--- config.mk ---
export PLATFORM = sky130hd
export DESIGN_NAME = seven_segment_scan_driver
export DESIGN_NICKNAME = d
export VERILOG_FILES = /design/src/rtl/ssd_pkg.sv /design/src/rtl/seven_segment_glyph.sv /design/src/rtl/seven_segment_scan_driver.sv
export SDC_FILE = /design/constraint.sdc
export NUM_CORES = 1
export LEC_CHECK = 0
export ABC_AREA = 1
export BUFFER_PORTS_ARGS = -buffer_cell sky130_fd_sc_hd__buf_2
export CAP_MARGIN = 20
export CORE_UTILIZATION = 55
export DETAILED_ROUTE_END_ITERATION = 8
export PLACE_DENSITY_LB_ADDON = 0.15
export SYNTH_ARGS = -nofsm -noshare
export SYNTH_HDL_FRONTEND = slang
export SYNTH_HIERARCHICAL = 1
export SYNTH_SLANG_ARGS = --single-unit
--- constraint.sdc ---
create_clock -name clk -period 3.25 [get_ports clk]
set_input_delay 0.1625 -clock clk [delete_from_list [all_inputs] [get_ports clk]]
set_output_delay 0.1625 -clock clk [all_outputs]
set_load 0.005 [all_outputs]
--- src/rtl/ssd_pkg.sv ---
// Shared constants for the seven-segment scan driver: segment bit positions,
// the hex glyph table (bit 6 = segment a ... bit 0 = segment g) and the
// all-off pattern used for blanked digits.
package ssd_pkg;

   localparam int unsigned SEG_A = 6;
   localparam int unsigned SEG_B = 5;
   localparam int unsigned SEG_C = 4;
   localparam int unsigned SEG_D = 3;
   localparam int unsigned SEG_E = 2;
   localparam int unsigned SEG_F = 1;
   localparam int unsigned SEG_G = 0;

   localparam logic [6:0] BLANK_SEG = 7'b0000000;

   localparam logic [6:0] GLYPH_TABLE [16] = '{
      7'b1111110,  // 0
      7'b0110000,  // 1
      7'b1101101,  // 2
      7'b1111001,  // 3
      7'b0110011,  // 4
      7'b1011011,  // 5
      7'b1011111,  // 6
      7'b1110000,  // 7
      7'b1111111,  // 8
      7'b1111011,  // 9
      7'b1110111,  // A
      7'b0011111,  // b
      7'b1001110,  // C
      7'b0111101,  // d
      7'b1001111,  // E
      7'b1000111   // F
   };

   // Segment pattern for one hex nibble.
   function automatic logic [6:0] glyph(input logic [3:0] nibble);
      return GLYPH_TABLE[nibble];
   endfunction

endpackage

--- src/rtl/seven_segment_glyph.sv ---
// Combinational nibble-to-segment encoder with a blank override.
module seven_segment_glyph
   import ssd_pkg::*;
(
   input  logic [3:0] nibble,
   input  logic       blank,
   output logic [6:0] seg
);

   // Blanked digits show nothing; otherwise the table glyph.
   always_comb begin
      seg = glyph(nibble);
      if (blank) seg = BLANK_SEG;
   end

endmodule

--- src/rtl/seven_segment_scan_driver.sv ---
// Time-multiplexed multi-digit seven-segment driver.
// A prescaler paces the digit scan; a new value is staged on load and copied
// into the displayed (shadow) copy only when the scan wraps to digit 0, so a
// frame never mixes old and new digits.
// Optional build macro SSD_DP_EN adds a per-digit decimal point (dp_mask in,
// dp out) that follows the same staging/apply rules as value.
//
// Handshake: load is a level-sampled request with no back-pressure; every
// cycle with load high captures value (last one wins). load_ack is a single
// cycle pulse, the cycle after the frame boundary at which the captured value
// became the displayed value. A reset discards any staged value without ack.
module seven_segment_scan_driver
   import ssd_pkg::*;
#(
   parameter int NUM_DIGITS  = 4,
   parameter int REFRESH_DIV = 1000
) (
   input  logic                    clk,
   input  logic                    reset,
   input  logic [4*NUM_DIGITS-1:0] value,
   input  logic                    load,
   input  logic                    blank_lz,
   input  logic                    en,
`ifdef SSD_DP_EN
   input  logic [NUM_DIGITS-1:0]   dp_mask,
   output logic                    dp,
`endif
   output logic [6:0]              seg,
   output logic [NUM_DIGITS-1:0]   an,
   output logic                    load_ack
);

   localparam int VW = 4 * NUM_DIGITS;
   localparam int PW = $clog2(REFRESH_DIV);
   localparam int IW = $clog2(NUM_DIGITS);
   localparam logic [PW-1:0] PRESC_LAST = PW'(REFRESH_DIV - 1);
   localparam logic [IW-1:0] IDX_LAST   = IW'(NUM_DIGITS - 1);

   logic [PW-1:0]         presc;
   logic [IW-1:0]         dig_idx;
   logic [VW-1:0]         staging;
   logic [VW-1:0]         shadow;
   logic                  pending;

   logic                  tick;
   logic                  boundary;
   logic                  apply;
   logic [IW-1:0]         next_idx;
   logic [VW-1:0]         apply_value;
   logic [VW-1:0]         next_shadow;
   logic [3:0]            nibble;
   logic [NUM_DIGITS-1:0] upper_zero;
   logic                  lz_run;
   logic                  blank;
   logic [6:0]            glyph_seg;
   logic [NUM_DIGITS-1:0] an_next;

   // Scan timing and apply decision; outputs are computed from the index and
   // shadow value that will hold after this edge so anode and segments move together.
   always_comb begin
      tick        = (presc == PRESC_LAST);
      boundary    = tick && (dig_idx == IDX_LAST);
      apply       = boundary && (pending || load);
      apply_value = load ? value : staging;
      next_shadow = apply ? apply_value : shadow;
      next_idx    = dig_idx;
      if (tick) next_idx = (dig_idx == IDX_LAST) ? '0 : dig_idx + 1'b1;
   end

   // Digit nibble select and leading-zero detection from the top digit down.
   always_comb begin
      nibble     = '0;
      upper_zero = '0;
      lz_run     = 1'b1;
      for (int i = NUM_DIGITS - 1; i >= 0; i--) begin
         lz_run        = lz_run && (next_shadow[i*4 +: 4] == 4'h0);
         upper_zero[i] = lz_run;
         if (IW'(i) == next_idx) nibble = next_shadow[i*4 +: 4];
      end
      blank   = blank_lz && (next_idx != '0) && upper_zero[next_idx];
      an_next = en ? (NUM_DIGITS'(1) << next_idx) : '0;
   end

   seven_segment_glyph u_glyph (
      .nibble (nibble),
      .blank  (blank),
      .seg    (glyph_seg)
   );

   // Prescaler: counts 0..REFRESH_DIV-1 and wraps on tick.
   always_ff @(posedge clk) begin
      if (reset || tick) presc <= '0;
      else               presc <= presc + 1'b1;
   end

   // Scan index advances one digit per tick.
   always_ff @(posedge clk) begin
      if (reset) dig_idx <= '0;
      else       dig_idx <= next_idx;
   end

   // Staging/shadow update: latest load wins, applied only at the frame boundary.
   always_ff @(posedge clk) begin
      if (reset) begin
         staging  <= '0;
         shadow   <= '0;
         pending  <= 1'b0;
         load_ack <= 1'b0;
      end else begin
         load_ack <= apply;
         if (load) staging <= value;
         if (apply) begin
            shadow  <= apply_value;
            pending <= 1'b0;
         end else if (load) begin
            pending <= 1'b1;
         end
      end
   end

   // Registered segment and anode outputs.
   always_ff @(posedge clk) begin
      if (reset) begin
         seg <= BLANK_SEG;
         an  <= '0;
      end else begin
         seg <= glyph_seg;
         an  <= an_next;
      end
   end

`ifdef SSD_DP_EN
   logic [NUM_DIGITS-1:0] staging_dp;
   logic [NUM_DIGITS-1:0] shadow_dp;
   logic [NUM_DIGITS-1:0] next_shadow_dp;

   // Decimal-point shadow that will hold after this edge.
   always_comb begin
      next_shadow_dp = shadow_dp;
      if (apply) next_shadow_dp = load ? dp_mask : staging_dp;
   end

   // Decimal-point staging/shadow and registered output; never blanked.
   always_ff @(posedge clk) begin
      if (reset) begin
         staging_dp <= '0;
         shadow_dp  <= '0;
         dp         <= 1'b0;
      end else begin
         if (load) staging_dp <= dp_mask;
         shadow_dp <= next_shadow_dp;
         dp        <= next_shadow_dp[next_idx];
      end
   end
`endif

endmodule

==> impl_summary.txt, run 1 <==
----------------------------------------------------
[Outcome]
  Status ... finished clean

[Detailed routing]
  Detail-routed net length per standard cell ... 11.6 microns
  Number of iterations in the first detailed-routing pass ... 4
  Per-cell via count in the routed design ... 4.93
  Final routed DRC violation total ... 0
  Vias ... 2230
  Detailed Route WL ... 5230 microns
  Antenna violation net count after detailed routing ... 0
  Starting DRT DRC Count ... 136

[Yosys]
  Post-synth top area cell ... dfxtp_1
  Synth top area share ... 0.426
  Sequential fraction of the synthesis area ... 0.426
  Number of enable flip-flop cells after synthesis ... 0
  List of most frequent post-synthesis cells ... nor2_1, nand2_1, dfxtp_1
  Commonest register cell after synthesis ... dfxtp_1
  Synthesized instance count ... 358
  Synthesized flop and latch total ... 57
  Post-synth cell types ... 35
  Average footprint of a synthesized cell ... 7.48 sq um
  Nets in the synthesized netlist ... 387
  Ys Warns ... 6
  Post-synth ARST share ... 0
  Most repeated cell in the gate-level netlist after synthesis ... nor2_1
  Cell types with the largest area share after synthesis ... dfxtp_1, nor2_1, nand2_1
  Area of the mapped netlist ... 0.00268 sq mm

[GRT]
  Combined global-route utilization of all metal layers ... 0.230
  Number of antenna violations at the first check in global routing ... 0
  First-pass GRT wire length ... 8990 microns
  Remaining global-route overflow ... 0
  Number of global-route vias before repair ... 2016
  Maximum number of pins on one net before global-route repair ... 45

[Timing]
  Final number of hold-violating endpoints ... 0
  Tcrit/Tclk final ... 0.901
  Final-report setup violation count ... 0
  Slew margin rel. ... 0.618
  Clock skew after layout ... 0.00396 ns
  Max Freq ... 342 MHz
  Final slew viol count ... 0
  Setup TNS after final layout ... 0 ns
  Transition time at the pin with the least slew margin ... 0.571 ns
  Unrepaired setup endpoints after global routing ... no
  Minimum clock period after layout ... 2.93 ns

[Placed design]
  Post-Place Cell Area ... 0.00286 sq mm
  Weighted congestion reported at the end of routability-driven placement ... 0.904
  PortBufs ... 32
  Half-perimeter wire length after detailed placement ... 3700 microns

[Die]
  Initial core utilization ... 0.571
  Row cnt ... 25
  Die W ... 71.8 microns
  Die area ... 0.00515 sq mm
  DIE HEIGHT ... 71.8 microns
  Top Ports ... 33
  Area inside the core boundary ... 0.00469 sq mm

[Final layout]
  Layout Area Growth over Synthesis ... 14.8%
  Share of cells above drive strength 1 ... 0.196
  Fin nets ... 422
  Fill cell instance count of the final layout ... 432
  Finished Cell Area ... 0.00307 sq mm
  Combined flip-flop and latch cell area ... 0.00114 sq mm
  Diode count ... 0
  Area of the multi-input gates ... 0.00128 sq mm

[Clocking]
  Reg clk slew, reported paths ... 0.06 ns
  CTS root buf ... clkbuf_8
  Worst skew pair latency ... 0.34 ns
  CTS H-tree depth ... 3
  Total CTS buffers ... 9
  TritonCTS clock tree ... yes
  Post CTS Setup Buffer Count ... 0
  Maximum root-to-sink buffer count ... 2
  Number of clock sinks seen by CTS ... 57

[Critical path]
  Startpoint Class ... register
  Sort of element at the end of the critical path ... register
  Most prevalent standard cell on the critical path ... nand2_1
  Launch point of the critical path ... presc[0]$_SDFF_PP0_
  Critical path fanouts, max ... 10
  Launch point of the worst reg-to-reg path ... presc[0]$_SDFF_PP0_
  Worst path bufs/invs ... 3
  Cell family with the largest share of critical-path delay ... simple AND/OR/NAND/NOR gates
  Worst Setup Path Type ... register to register
  Arrival time of data at the critical path endpoint ... 3.14 ns
  Cell at the slowest stage of the critical path ... nand4_1
  Crit path largest cell delay ... 0.46 ns
  WP data required ... 3.46 ns
  Worst-path cell chain ... ha_1 -> nand2_1 -> nor2_4 -> nand3_4 -> nor3_4 -> buf_4 -> nand2_1 -> o21a_1 -> nand2_1 -> nand4_1 -> inv_8 -> nand2_1 -> a21oi_1 -> nor2_1 -> inv_1 -> nor2_1

[Power and ir drop]
  Internal Dissipation ... 1.17 mW
  Portion of total power attributed to combinational logic ... 0.049
  Leakage ... 1.47 nW
  Sequential Power Share ... 0.488
  Clk network pwr share ... 0.463
  Maximum vdd drop ... 331 uV
  P_sw ... 320 uW
  Net switching fraction of the power ... 0.215
  Power per cell area ... 484 mW/mm^2

[Hold path]
  Classification of the worst-slack hold path ... input port to register
  Hold Path Origin ... value[0]

[Job]
  Max-cap viol count ... 0

----------------------------------------------------
timing repair:
action / 4_1_cts / 5_1_grt
hold buffers: 0 / 0
endpoints found under the setup margin: 0 / 1
resized for setup: 0 / 1
cell families after synthesis:
group	Yosys count	share of synthesized area
buffers and inverters	60	0.0981
XOR/XNOR	3	0.00981
AND/OR/NAND/NOR	185	0.312
multiplexers	11	0.0411
adder cells (fa/ha/maj)	8	0.0374
AO/OA/AOI/OAI	34	0.0761
flip-flops	57	0.426
stage by stage:
| stage | setup WS (ns) | hold WS, ns | instances | total power, mW | utilization |
|---|---|---|---|---|---|
| detailed placement | 0.340 | 0.428 | 436 | 0.816 | 0.610 |
| finish | 0.322 | 0.0792 | 452 | 1.49 | 0.655 |
| floorplan | 0.780 | 0.324 | 358 | 0.788 | - |
| global route | 0.0513 | 0.0809 | 452 | 1.55 | 0.655 |
| CTS | 0.289 | 0.0714 | 452 | 1.51 | 0.654 |
| global placement | 0.373 | 0.430 | 436 | 0.813 | 0.610 |
metal layers:
layer | vias up | share of wire | track usage
met5 | - | 0 | 0
met4 | 0 | 0.013 | 0.113
met3 | 6 | 0.044 | 0.0745
met2 | 46 | 0.45 | 0.352
li1 | 1196 | - | -
met1 | 982 | 0.49 | 0.293
sequential cells by signal (all words and copies together), names as in the netlist:
register / count
seg: 7
an: 4
dig_idx: 2
shadow: 16
presc: 10
staging: 16
pending: 1
load_ack: 1
placed cells by master (no fill, tap or decap), types with 2 or more instances in the layout:
master    instances
clkbuf_8         12
clkinv_2          2
buf_4             3
buf_2            32
dfxtp_1          57
xor2_1            3
nor2_1           66
inv_1            44
nand2_2           9
nand2_1          65
nor2_2            4
o21ai_1           5
ha_1              8
mux2i_1          11
o21ai_0           6
inv_2             2
o21a_1            6
nand4_1           5
o21ai_2           2
nor3_1            6
a21oi_1          11
nand3_1          20
clkbuf_1          2
nand3_2           4
power groups by stage:
stage / registers (mW) / clock network (mW) / logic, mW
after floorplan: 0.741 / 0 / 0.0467
after global placement: 0.741 / 0 / 0.0727
after detailed placement: 0.742 / 0 / 0.0739
after CTS: 0.726 / 0.706 / 0.0744
after global routing: 0.728 / 0.740 / 0.0826
final: 0.726 / 0.688 / 0.0729
worst reg2reg max path, delay by kind of cell (launching register included):
kind / cells / cell delay (ns)
compound gates: 2 / 0.25
fa+ha+maj: 1 / 0.21
buf+inv: 3 / 0.55
flops: 1 / 0.36
simple gates: 10 / 1.43
final cells by class:
type | instances | area share
Clock inverter | 2 | 0.0114
Timing Repair Buffer | 35 | 0.0594
Clock buffer | 14 | 0.0562
Tap cell | 54 | 0.0220
Multi-Input combinational cell | 241 | 0.416
Sequential cell | 57 | 0.371
Inverter | 49 | 0.0635
final timing paths:
path / depth (start not counted) / end / slack (ns)
max reg2reg: 16 / seg[0]$_SDFF_PP0_ / 0.32
max: 16 / seg[0]$_SDFF_PP0_ / 0.32
min: 3 / staging[0]$_SDFF_PP0_ / 0.08
min reg2reg: 2 / shadow[8]$_SDFF_PP0_ / 0.48
(Power assumes the default switching activity.)
==> run 2: changes to the inputs <==
clock period = 3.4 ns   (was 3.25 ns; I/O delays follow)
==> run 2 against run 1 <==
Net effect: sequential share of layout area is 0.15 points higher; design area is 0.41% lower; sequential power is 4.4% lower; die area stayed put; via count is 0.72% higher; combinational power is 4.4% lower; flip-flop and latch count stayed put; first-iteration DRC count is 43% lower; maximum frequency hardly changed; highest routed layer unchanged.
==> impl_summary.txt, run 2 (synthesis gave the netlist of run 1 again) <==
----------------------------------------------------
[Outcome]
  Status ... finished clean (unchanged)

[Clocking]
  CTS root buf ... clkbuf_8 (unchanged)
  Post CTS Setup Buffer Count ... 0 (unchanged)
  Count of instances resized after the clock tree is built ... 0 (unchanged)
  Reg clk slew, reported paths ... 0.07 ns (was 0.06 ns)
  Number of buffers inserted for hold repair after clock tree synthesis ... 0 (unchanged)
  Worst skew pair latency ... 0.32 ns (was 0.34 ns)
  TritonCTS clock tree ... yes (unchanged)
  Number of clock sinks seen by CTS ... 57 (unchanged)
  CTS H-tree depth ... 3 (unchanged)
  Maximum root-to-sink buffer count ... 2 (unchanged)
  Total CTS buffers ... 9 (unchanged)

[GRT]
  Remaining global-route overflow ... 0 (unchanged)
  Number of antenna violations at the first check in global routing ... 0 (unchanged)
  First-pass GRT wire length ... 8660 microns (was 8990 microns)
  Maximum number of pins on one net before global-route repair ... 45 (unchanged)
  Combined global-route utilization of all metal layers ... 0.216 (was 0.230)
  Number of global-route vias before repair ... 2002 (was 2016)

[Critical path]
  Worst Setup Path Type ... register to register (unchanged)
  WP data required ... 3.60 ns (was 3.46 ns)
  Most prevalent standard cell on the critical path ... nand2_1 (unchanged)
  Crit path largest cell delay ... 0.45 ns (was 0.46 ns)
  Startpoint Class ... register (unchanged)
  Worst-path cell chain ... ha_1 -> nand2_1 -> nor2_4 -> nand3_4 -> nor3_4 -> buf_4 -> nand2_1 -> o21a_1 -> nand2_1 -> nand4_1 -> inv_8 -> nand2_1 -> a21oi_1 -> nor2_1 -> inv_1 -> nor2_1 (unchanged)
  Register-to-Register Setup Slack ... 0.47 ns (was 0.32 ns)
  Sort of element at the end of the critical path ... register (unchanged)
  Cell family with the largest share of critical-path delay ... simple AND/OR/NAND/NOR gates (unchanged)
  Critical path fanouts, max ... 10 (unchanged)
  Cell at the slowest stage of the critical path ... nand4_1 (unchanged)
  Worst path bufs/invs ... 3 (unchanged)
  Arrival time of data at the critical path endpoint ... 3.12 ns (was 3.14 ns)

[Timing]
  Minimum clock period after layout ... 2.93 ns (about the same)
  Unrepaired setup endpoints after global routing ... no (unchanged)
  Setup TNS after final layout ... 0 ns (unchanged)
  Slew margin rel. ... 0.625 (was 0.618)
  Final slew viol count ... 0 (unchanged)
  Final number of hold-violating endpoints ... 0 (unchanged)
  Max Freq ... 342 MHz (about the same)
  Clock skew after layout ... 0.0124 ns (was 0.00396 ns)
  Transition time at the pin with the least slew margin ... 0.561 ns (was 0.571 ns)
  Tcrit/Tclk final ... 0.861 (was 0.901)
  Final-report setup violation count ... 0 (unchanged)

[Placed design]
  Weighted congestion reported at the end of routability-driven placement ... 0.932 (was 0.904)
  PortBufs ... 32 (unchanged)
  Half-perimeter wire length after detailed placement ... 3700 microns (about the same)

[Power and ir drop]
  Power per cell area ... 460 mW/mm^2 (was 484 mW/mm^2)
  Maximum vdd drop ... 311 uV (was 331 uV)
  Leakage ... 1.46 nW (was 1.47 nW)

[Detailed routing]
  Detailed Route WL ... 5060 microns (was 5230 microns)
  Number of iterations in the first detailed-routing pass ... 4 (unchanged)
  Detail-routed net length per standard cell ... 11.2 microns (was 11.6 microns)
  Per-cell via count in the routed design ... 4.98 (was 4.93)
  Vias ... 2246 (was 2230)
  Final routed DRC violation total ... 0 (unchanged)
  Starting DRT DRC Count ... 78 (was 136)
  Antenna violation net count after detailed routing ... 0 (unchanged)

[Final layout]
  Share of cells above drive strength 1 ... 0.191 (was 0.196)
  Most common library cell in the layout ignoring fill and taps ... nor2_1 (unchanged)
  Combined flip-flop and latch cell area ... 0.00114 sq mm (unchanged)
  Fin nets ... 421 (was 422)
  Core occupancy in the finished layout ... 0.653 (was 0.655)
  Fill cell instance count of the final layout ... 419 (was 432)
  Layout Area Growth over Synthesis ... 14.3% (was 14.8%)
  Top flop regs ... shadow: 16 flops, staging: 16 flops, presc: 10 flops (unchanged)
  Area of the multi-input gates ... 0.00127 sq mm (was 0.00128 sq mm)
  Diode count ... 0 (unchanged)
  Highest-count cells in the layout ignoring fill and taps ... nor2_1, nand2_1, dfxtp_1 (unchanged)

[Die]
  Area inside the core boundary ... 0.00469 sq mm (unchanged)
  Die area ... 0.00515 sq mm (unchanged)
  DIE HEIGHT ... 71.8 microns (unchanged)
  Top Ports ... 33 (unchanged)
  Row cnt ... 25 (unchanged)
  Die W ... 71.8 microns (unchanged)
  Initial core utilization ... 0.571 (unchanged)

[Job]
  Max-cap viol count ... 0 (unchanged)

[Hold path]
  Classification of the worst-slack hold path ... input port to register (unchanged)

----------------------------------------------------
==> run 2: worst paths after layout <==
kind / start / endpoint / depth (start not counted)
setup reg to reg: presc[0]$_SDFF_PP0_ / seg[0]$_SDFF_PP0_ / 16
setup / recovery: presc[0]$_SDFF_PP0_ / seg[0]$_SDFF_PP0_ / 16
hold / removal: value[0] / staging[0]$_SDFF_PP0_ / 3
hold reg to reg: presc[0]$_SDFF_PP0_ / presc[0]$_SDFF_PP0_ / 1
==> run 2: power breakdown <==
part / total (mW) / switching, mW / internal (mW)
Clock: 0.644 / 0.246 / 0.398
Sequential: 0.694 / 0.00621 / 0.688
Combinational: 0.0697 / 0.0407 / 0.0290
==> run 2: layer usage <==
| layer | GRT usage | vias up | share of wire |
|---|---|---|---|
| li1 | - | 1188 | - |
| met5 | 0 | - | 0 |
| met4 | 0.0893 | 0 | 0.015 |
| met2 | 0.343 | 40 | 0.46 |
| met3 | 0.0506 | 7 | 0.031 |
| met1 | 0.282 | 1011 | 0.49 |
==> run 2: worst register-to-register path, cell delays in order, from the launching register on <==
cell	delay, ns
dfxtp_1	0.36
ha_1	0.21
nand2_1	0.10
nor2_4	0.13
nand3_4	0.13
nor3_4	0.30
buf_4	0.26
nand2_1	0.08
o21a_1	0.13
nand2_1	0.08
nand4_1	0.45
inv_8	0.24
nand2_1	0.07
a21oi_1	0.13
nor2_1	0.06
inv_1	0.05
nor2_1	0.03
==> run 2: final cells by class <==
cell class                      count  share of cell area
Multi-Input combinational cell    241               0.416
Sequential cell                    57               0.373
Inverter                           49              0.0638
Timing Repair Buffer               34              0.0572
Clock buffer                       14              0.0564
Tap cell                           54              0.0221
Clock inverter                      2              0.0114
==> run 2: through the flow <==
| step | std cells | cell area, sq um | hold WS (ns) | setup WS [ns] | power [mW] |
|---|---|---|---|---|---|
| global placement | 435 | 2850 | 0.433 | 0.478 | 0.777 |
| global route | 451 | 3060 | 0.144 | 0.0892 | 1.46 |
| CTS | 451 | 3060 | 0.108 | 0.475 | 1.42 |
| floorplan | 358 | 2680 | 0.332 | 0.930 | 0.753 |
| detailed placement | 435 | 2850 | 0.451 | 0.498 | 0.779 |
| finish | 451 | 3060 | 0.113 | 0.474 | 1.41 |
==> run 3: changes to the inputs <==
SETUP_SLACK_MARGIN = 0.5   (was unset)
==> run 3 against run 2 <==
Net effect: clock skew is essentially flat; sequential power barely moved; critical path type unchanged; maximum frequency up 11%; register-to-register slack better by 0.28 ns; largest cell class unchanged; critical endpoint is now seg[1]$_SDFF_PP0_; largest power group unchanged; core utilization is 2.3 points higher; routed wire length up 2.6%.
==> impl_summary.txt, run 3 (synthesis gave the netlist of run 1 again) <==
----------------------------------------------------
[Outcome]
  Status ... finished clean (unchanged)

[Final layout]
  Diode count ... 0 (unchanged)
  Fill cell instance count of the final layout ... 404 (was 419)
  Layout Area Growth over Synthesis ... 18.3% (was 14.3%)
  Combined flip-flop and latch cell area ... 0.00115 sq mm (was 0.00114 sq mm)
  Most common library cell in the layout ignoring fill and taps ... nand2_1 (was nor2_1)
  Fin nets ... 426 (was 421)
  Top flop regs ... shadow: 16 flops, staging: 16 flops, presc: 10 flops (unchanged)
  Share of cells above drive strength 1 ... 0.229 (was 0.191)
  Area of the multi-input gates ... 0.00133 sq mm (was 0.00127 sq mm)
  Highest-count cells in the layout ignoring fill and taps ... nand2_1, nor2_1, dfxtp_1 (was nor2_1, nand2_1, dfxtp_1)

[Clocking]
  CTS root buf ... clkbuf_8 (unchanged)
  TritonCTS clock tree ... yes (unchanged)
  CTS H-tree depth ... 3 (unchanged)
  Total CTS buffers ... 9 (unchanged)
  Maximum root-to-sink buffer count ... 2 (unchanged)
  Number of buffers inserted for hold repair after clock tree synthesis ... 0 (unchanged)
  Worst skew pair latency ... 0.32 ns (about the same)
  Reg clk slew, reported paths ... 0.07 ns (about the same)
  Number of clock sinks seen by CTS ... 57 (unchanged)

[Detailed routing]
  Detailed Route WL ... 5190 microns (was 5060 microns)
  Antenna violation net count after detailed routing ... 0 (unchanged)
  Final routed DRC violation total ... 0 (unchanged)
  Per-cell via count in the routed design ... 4.93 (was 4.98)
  Vias ... 2247 (was 2246)
  Starting DRT DRC Count ... 78 (unchanged)
  Number of iterations in the first detailed-routing pass ... 4 (unchanged)
  Detail-routed net length per standard cell ... 11.4 microns (was 11.2 microns)

[Placed design]
  Weighted congestion reported at the end of routability-driven placement ... 0.932 (unchanged)
  PortBufs ... 32 (unchanged)
  Worst-case setup slack after placement ... 0.498 ns (unchanged)
  Half-perimeter wire length after detailed placement ... 3700 microns (unchanged)

[Die]
  Die W ... 71.8 microns (unchanged)
  Row cnt ... 25 (unchanged)
  Top Ports ... 33 (unchanged)
  DIE HEIGHT ... 71.8 microns (unchanged)
  Initial core utilization ... 0.571 (unchanged)
  Die area ... 0.00515 sq mm (unchanged)
  Area inside the core boundary ... 0.00469 sq mm (unchanged)

[Timing]
  Max Freq ... 378 MHz (was 342 MHz)
  Unrepaired setup endpoints after global routing ... yes (was no)
  Clock skew after layout ... 0.0128 ns (was 0.0124 ns)
  Final slew viol count ... 0 (unchanged)
  Setup TNS after final layout ... 0 ns (unchanged)
  Minimum clock period after layout ... 2.65 ns (was 2.93 ns)
  Setup slack after layout ... 0.754 ns (was 0.474 ns)
  Slew margin rel. ... 0.660 (was 0.625)
  Final number of hold-violating endpoints ... 0 (unchanged)
  Tcrit/Tclk final ... 0.778 (was 0.861)
  Final-report setup violation count ... 0 (unchanged)
  Worst slack on hold paths ... 0.115 ns (was 0.113 ns)
  Transition time at the pin with the least slew margin ... 0.509 ns (was 0.561 ns)

[Power and ir drop]
  Leakage ... 1.49 nW (was 1.46 nW)
  Maximum vdd drop ... 311 uV (about the same)
  Power per cell area ... 445 mW/mm^2 (was 460 mW/mm^2)

[GRT]
  Number of global-route vias before repair ... 2008 (was 2002)
  Number of antenna violations at the first check in global routing ... 0 (unchanged)
  Remaining global-route overflow ... 0 (unchanged)
  Combined global-route utilization of all metal layers ... 0.216 (about the same)
  Maximum number of pins on one net before global-route repair ... 45 (unchanged)
  First-pass GRT wire length ... 8680 microns (was 8660 microns)

[Critical path]
  Startpoint Class ... register (unchanged)
  Sort of element at the end of the critical path ... register (unchanged)
  Arrival time of data at the critical path endpoint ... 2.91 ns (was 3.12 ns)
  Critical path fanouts, max ... 10 (unchanged)
  Worst Setup Path Type ... register to register (unchanged)
  WP data required ... 3.66 ns (was 3.60 ns)

[Job]
  Max-cap viol count ... 0 (unchanged)

[Hold path]
  Classification of the worst-slack hold path ... input port to register (unchanged)

----------------------------------------------------
-- run 3: final timing paths --
check | from | slack, ns | to | depth (start not counted)
max | presc[0]$_SDFF_PP0_ | 0.75 | seg[1]$_SDFF_PP0_ | 17
min reg2reg | presc[0]$_SDFF_PP0_ | 0.45 | presc[0]$_SDFF_PP0_ | 1
max reg2reg | presc[0]$_SDFF_PP0_ | 0.75 | seg[1]$_SDFF_PP0_ | 17
min | value[0] | 0.12 | staging[0]$_SDFF_PP0_ | 3
-- run 3: timing repair --
action / in CTS / in global routing
setup buffers: 1 / 4
pin swaps: 1 / 4
setup endpoints to repair: 5 / 7
resized for setup: 1 / 16
-- run 3: where the power goes --
| group | internal (mW) | switching, mW | total [mW] |
|---|---|---|---|
| clock network | 0.398 | 0.245 | 0.643 |
| logic | 0.0299 | 0.0410 | 0.0710 |
| registers | 0.688 | 0.00719 | 0.695 |
| total | 1.12 | 0.293 | 1.41 |
-- run 3: cell type report --
type / count / area share
repair buffers: 39 / 0.0695
well taps: 54 / 0.0213
multi-input cells: 241 / 0.420
flip-flops and latches: 57 / 0.362
clock inverters: 2 / 0.0111
clock buffers: 14 / 0.0545
inverters: 49 / 0.0616
-- run 3: metal layers --
layer,routed length (microns),part of all wire,vias to the layer above,global-route usage
li1,-,-,1206,-
met1,2520,0.48,995,0.284
met2,2410,0.46,40,0.343
met3,185,0.036,6,0.0506
met4,74,0.014,0,0.0893
met5,0,0,-,0
-- run 3: metrics by stage --
stage	power, mW	cells	util	area (sq um)
floorplan	0.753	358	-	2680
global placement	0.777	435	0.608	2850
detailed placement	0.779	435	0.608	2850
CTS	1.42	452	0.655	3070
global route	1.46	456	0.675	3170
finish	1.41	456	0.675	3170
-- run 3: worst max-delay path: stages, from the launching register on --
cell and delay, ns:
dfxtp_4 0.37, ha_4 0.14, nand2_2 0.06, nor2_4 0.14, nand3_4 0.14, nor3_4 0.32
buf_6 0.19, nand2_1 0.06, o21a_1 0.12, nand2_1 0.06, nand4_1 0.16, buf_4 0.20
ha_1 0.21, nand2_2 0.10, o21ai_1 0.06, a21oi_1 0.13, inv_1 0.05, nor2_1 0.07
